$ cat config.mk
export PLATFORM = sky130hd
export DESIGN_NAME = reg_dbg_port
export DESIGN_NICKNAME = d
export VERILOG_FILES = /design/src/rtl/reg_dbg_port.sv
export SDC_FILE = /design/constraint.sdc
export NUM_CORES = 1
export LEC_CHECK = 0
export BUFFER_PORTS_ARGS = -buffer_cell sky130_fd_sc_hd__clkbuf_2
export CORE_MARGIN = 2
export CORE_UTILIZATION = 39
export CTS_CLUSTER_DIAMETER = 100
export DETAILED_ROUTE_END_ITERATION = 8
export PLACE_DENSITY = 0.64
export SKIP_CTS_REPAIR_TIMING = 1
export SYNTH_ARGS = -nofsm -noshare
export SYNTH_HDL_FRONTEND = slang
export SYNTH_SLANG_ARGS = --single-unit
export TNS_END_PERCENT = 100
$ cat constraint.sdc
create_clock -name clk -period 4.9 [get_ports clk]
set_input_delay 0.735 -clock clk [delete_from_list [all_inputs] [get_ports clk]]
set_output_delay 0.735 -clock clk [all_outputs]
set_load 0.01 [all_outputs]
$ cat src/rtl/reg_dbg_port.sv
// Debug access port: halts the CPU, then reads or writes one register-file entry and returns a response.
// Define REG_DBG_DUMP_EN to add the DUMP state, which streams registers 0..31 as 32 responses.
module reg_dbg_port #(
    parameter int unsigned HALT_TIMEOUT = 255
) (
    input  logic        clk,
    input  logic        reset,
    input  logic        cmd_valid,
    output logic        cmd_ready,
    input  logic        cmd_write,
    input  logic        cmd_dump,
    input  logic [4:0]  cmd_addr,
    input  logic [31:0] cmd_wdata,
    output logic        rsp_valid,
    input  logic        rsp_ready,
    output logic [4:0]  rsp_addr,
    output logic [31:0] rsp_data,
    output logic        rsp_err,
    output logic        halt_req,
    input  logic        halt_ack,
    output logic [4:0]  rf_sel,
    input  logic [31:0] rf_val,
    output logic        rf_we,
    output logic [4:0]  rf_wsel,
    output logic [31:0] rf_wval
);

`ifdef REG_DBG_DUMP_EN
    typedef enum logic [2:0] {IDLE, HALT_WAIT, EXEC, RESP, DUMP, RELEASE} state_t;
`else
    typedef enum logic [2:0] {IDLE, HALT_WAIT, EXEC, RESP, RELEASE} state_t;
`endif

    localparam logic [15:0] TIMEOUT_C = 16'(HALT_TIMEOUT);

    state_t      state_q;
    logic        cmd_ready_q;
    logic        rsp_valid_q;
    logic [4:0]  rsp_addr_q;
    logic [31:0] rsp_data_q;
    logic        rsp_err_q;
    logic        halt_req_q;
    logic [4:0]  rf_sel_q;
    logic        rf_we_q;
    logic [4:0]  rf_wsel_q;
    logic [31:0] rf_wval_q;
    logic [4:0]  addr_q;
    logic [31:0] wdata_q;
    logic        write_q;
    logic [15:0] cnt_q;
    logic [15:0] cnt_d;

`ifdef REG_DBG_DUMP_EN
    logic        dump_q;
    logic [4:0]  idx_q;
    logic [4:0]  idx_d;
    assign idx_d = idx_q + 5'd1;
`else
    logic        dump_unused;
    assign dump_unused = cmd_dump;
`endif

    assign cnt_d = cnt_q + 16'd1;

    // Ready is masked by reset so it reads low while reset is held and high right after.
    assign cmd_ready = cmd_ready_q & ~reset;
    assign rsp_valid = rsp_valid_q;
    assign rsp_addr  = rsp_addr_q;
    assign rsp_data  = rsp_data_q;
    assign rsp_err   = rsp_err_q;
    assign halt_req  = halt_req_q;
    assign rf_sel    = rf_sel_q;
    assign rf_we     = rf_we_q;
    assign rf_wsel   = rf_wsel_q;
    assign rf_wval   = rf_wval_q;

    always_ff @(posedge clk) begin
        if (reset) begin
            state_q     <= IDLE;
            cmd_ready_q <= 1'b1;
            rsp_valid_q <= 1'b0;
            rsp_addr_q  <= '0;
            rsp_data_q  <= '0;
            rsp_err_q   <= 1'b0;
            halt_req_q  <= 1'b0;
            rf_sel_q    <= '0;
            rf_we_q     <= 1'b0;
            rf_wsel_q   <= '0;
            rf_wval_q   <= '0;
            addr_q      <= '0;
            wdata_q     <= '0;
            write_q     <= 1'b0;
            cnt_q       <= '0;
`ifdef REG_DBG_DUMP_EN
            dump_q      <= 1'b0;
            idx_q       <= '0;
`endif
        end else begin
            rf_we_q <= 1'b0;
            case (state_q)
                IDLE: begin
                    if (cmd_valid) begin
                        addr_q      <= cmd_addr;
                        wdata_q     <= cmd_wdata;
                        write_q     <= cmd_write;
`ifdef REG_DBG_DUMP_EN
                        dump_q      <= cmd_dump;
`endif
                        halt_req_q  <= 1'b1;
                        cnt_q       <= '0;
                        cmd_ready_q <= 1'b0;
                        state_q     <= HALT_WAIT;
                    end
                end
                HALT_WAIT: begin
                    if (halt_ack) begin
                        state_q <= EXEC;
                        // The write strobe is registered here so it is high for the EXEC cycle only.
                        if (write_q) begin
                            rf_we_q   <= (addr_q != 5'd0);
                            rf_wsel_q <= addr_q;
                            rf_wval_q <= wdata_q;
                        end else begin
                            rf_sel_q  <= addr_q;
                        end
`ifdef REG_DBG_DUMP_EN
                        if (dump_q) begin
                            rf_we_q  <= 1'b0;
                            rf_sel_q <= '0;
                            idx_q    <= '0;
                            state_q  <= DUMP;
                        end
`endif
                    end else if (cnt_d == TIMEOUT_C) begin
                        cnt_q       <= cnt_d;
                        rsp_valid_q <= 1'b1;
                        rsp_err_q   <= 1'b1;
                        rsp_data_q  <= '0;
                        rsp_addr_q  <= addr_q;
`ifdef REG_DBG_DUMP_EN
                        dump_q      <= 1'b0;
`endif
                        state_q     <= RESP;
                    end else begin
                        cnt_q <= cnt_d;
                    end
                end
                EXEC: begin
                    rsp_valid_q <= 1'b1;
                    rsp_addr_q  <= addr_q;
                    rf_sel_q    <= '0;
                    if (write_q) begin
                        rsp_err_q  <= (addr_q == 5'd0);
                        rsp_data_q <= (addr_q == 5'd0) ? 32'd0 : wdata_q;
                    end else begin
                        rsp_err_q  <= 1'b0;
                        rsp_data_q <= rf_val;
                    end
                    state_q <= RESP;
                end
`ifdef REG_DBG_DUMP_EN
                DUMP: begin
                    rsp_valid_q <= 1'b1;
                    rsp_addr_q  <= idx_q;
                    rsp_data_q  <= rf_val;
                    rsp_err_q   <= 1'b0;
                    rf_sel_q    <= '0;
                    state_q     <= RESP;
                end
`endif
                RESP: begin
                    if (rsp_ready) begin
                        rsp_valid_q <= 1'b0;
                        state_q     <= RELEASE;
`ifdef REG_DBG_DUMP_EN
                        // Index 31 is the last entry; the index never wraps.
                        if (dump_q && (idx_q != 5'd31)) begin
                            idx_q    <= idx_d;
                            rf_sel_q <= idx_d;
                            state_q  <= DUMP;
                        end
`endif
                    end
                end
                RELEASE: begin
                    halt_req_q <= 1'b0;
                    if (!halt_ack) begin
                        cmd_ready_q <= 1'b1;
                        state_q     <= IDLE;
                    end
                end
                default: begin
                    halt_req_q  <= 1'b0;
                    cmd_ready_q <= 1'b1;
                    state_q     <= IDLE;
                end
            endcase
        end
    end

endmodule

==> reports/results.tsv <==
metric	value	unit
first-pass GRT wire length	25100	microns
placed cell count	1002	
total power draw	2.86	mW
Reg area	0.00282	sq mm
total clock sinks	141	
drt drc	0	
Hold Path Origin	rf_wval[22]	
setup TNS	0	ps
Port Buffer Count	158	
area delta synth->final	25.0	%
Die Footprint	0.0158	sq mm
Syn Area/Cell	8.16	sq um
Synth Register Bits	141	
Int Power	2.11	mW
GRT Max-Usage Layer	met2	
worst path required time	5180	ps
asr flop ratio synth	0	%
switching power	0.751	mW
max-slew violations	0	
top cell type by total area after synthesis	dfxtp_1	
Seq/Total Area, Yosys	48.9	%
Worst Max-Slew Pin Slew	873	ps
met3 Usage GRT	7.65	%
Via density	5.03	
Most used DFF post-synth	dfxtp_1	
Final nets	915	
Setup Skew	10.3	ps
worst skew pair latency	420	ps
die extent in y	126	microns
final WL	15400	microns
number of global-route vias before repair	4940	
Hold/Removal Path Class	reg -> reg	
Starting Density	39.9	%
PD cells	396	mW/mm^2
GR Util All Layers	19.7	%
Post-DP HPWL	10100	microns
initial antenna violation count	0	
final instance area	0.00722	sq mm
CTS Buf Count	17	
count leader, synth	nand2_1	
Setup crit end kind	register	
drt first pass iters	4	
Clock Path Buffers	2	
I/O pin count	160	
TritonCTS clock tree	built	
Core ar.	0.0145	sq mm
Final ANT Viol Nets	0	
Area contributors post-synth	dfxtp_1 49%, nand2_1 12%, a21oi_1 8.1%	
Pleak	2.85	nW
Die X	126	microns
Netlist Area Pre-Place	0.00578	sq mm
Multi-input gate area	0.00260	sq mm
hold slack	451	ps
H-tree levels	4	
first element of the critical path	cnt_q[1]	
Routability Congestion	0.810	
met1 Use GR	25.4	%
CP Max Fanout	32	
Combinational Power Share	11.3	%
worst r2r src	cnt_q[1]	
Tmin final	3250	ps
startpoint types	register	
drt first-iter violations	302	
period utilisation layout	66.4	%
Worst EP arrival	3530	ps
Root Buffer Master	clkbuf_16	
Post-synth EDFFs	0	
syn nets	786	
list of most frequent post-synthesis cells	182 x nand2_1, 141 x dfxtp_1, 93 x a21oi_1, 41 x clkbuf_1, 38 x mux2i_1	
grt total ovfl	0	
Yosys cell types	53	
Mapped Cells	708	
layout cells sized above 1	24.1	%
status	finished clean	
Global Route met2 Usage	30.6	%
Max Freq	308	MHz
vias	5191	
clock share of power	44.7	%
Wirelength per Cell	14.9	microns
relative slew slack	41.7	%
Final Hold Viols	0	
Synth top area share	48.9	%
RSZ-0062 raised after global routing	no	
largest net degree at the start of global routing	57	
yosys warns	0	
Finished Layout Cells	1033	
ant diodes	0	
row cnt	44	
kind of critical path	reg -> reg	
Setup violations, final	0	
Sw Ratio	26.3	%
Placed Area	0.00665	sq mm
VDD IR-drop max	0.211	mV
Fill cells	1458	
CTS clk-pin slew, worst paths	60	ps
Reg power frac	44.1	%
max_cap viols	0	
[cells by family (layout without fill, tap and decap cells)]
| kind of cell | after synthesis | count (layout) | share of synthesized area, % |
|---|---|---|---|
| compound gates | 161 | 161 | 16.3 |
| xor+xnor | 8 | 8 | 1.21 |
| fa+ha+maj | 2 | 2 | 0.433 |
| buf+inv | 92 | 233 | 6.30 |
| flops | 141 | 141 | 48.9 |
| mux | 38 | 38 | 6.58 |
| simple gates | 266 | 266 | 20.3 |
[cell type report]
class | count | share of cell area [%]
clock inverter | 9 | 1.54
clock buffer | 22 | 6.43
tap | 184 | 3.19
sequential | 141 | 39.1
timing repair buffer | 166 | 11.8
inverter | 36 | 1.87
multi-input combinational | 475 | 36.1
[critical path, cell delays in order (launching register included)]
cell and delay (ps):
dfxtp_1 500, ha_1 400, nand4_1 220, or4_1 610
xnor2_1 170, or4b_4 500, o211ai_2 160, buf_4 400
o22ai_1 130
[final timing paths]
check | endpoint | slack (ps) | depth (start not counted)
worst max register to register | rsp_data[22] | 1650 | 8
worst min-delay path | rf_wval[22] | 450 | 2
worst min register to register | rf_wval[22] | 450 | 2
worst max-delay path | rsp_data[22] | 1650 | 8
[sequential cells by signal (all words and copies together), names as in the netlist, 3 cells and up]
register / cells
cnt_q: 16
rsp_data: 32
rsp_addr: 5
state_q: 3
rf_wsel: 5
rf_sel: 5
rf_wval: 32
addr_q: 5
wdata_q: 32
[placed cells by master (no fill, tap or decap), drive strengths merged, types with 4 or more instances in the layout]
cell and instances:
xnor2 5, inv 37, dfxtp 141, o22ai 33, clkbuf 179, a311oi 7, nand3 12, clkinvlp 5
nand3b 4, or4 4, nor3 14, nand4 7, buf 9, nand2 182, nor2 19, a21oi 93
mux2i 38, o21ai 8, nand2b 6
[stage by stage]
step                      worst slack (ps)  util (%)
after floorplan                       2160         -
after global placement                1690      45.9
after detailed placement              1660      45.9
after CTS                             1660      49.9
after global routing                  1480      49.9
final                                 1650      49.9
[metal layers]
metal  part of all wire, %  vias up
met3                   7.6        9
met1                    46     2392
met5                     0        -
met2                    46      128
li1                      -     2662
met4                  0.82        0
[power groups by stage]
stage | clock (mW) | sequential, mW | combinational (mW)
2_1_floorplan | 0 | 1.28 | 0.211
3_3_place_gp | 0 | 1.28 | 0.323
3_5_place_dp | 0 | 1.28 | 0.327
4_1_cts | 1.30 | 1.26 | 0.328
5_1_grt | 1.35 | 1.27 | 0.361
6_report | 1.28 | 1.26 | 0.323
Note: power is estimated with default switching activity, not from simulation.
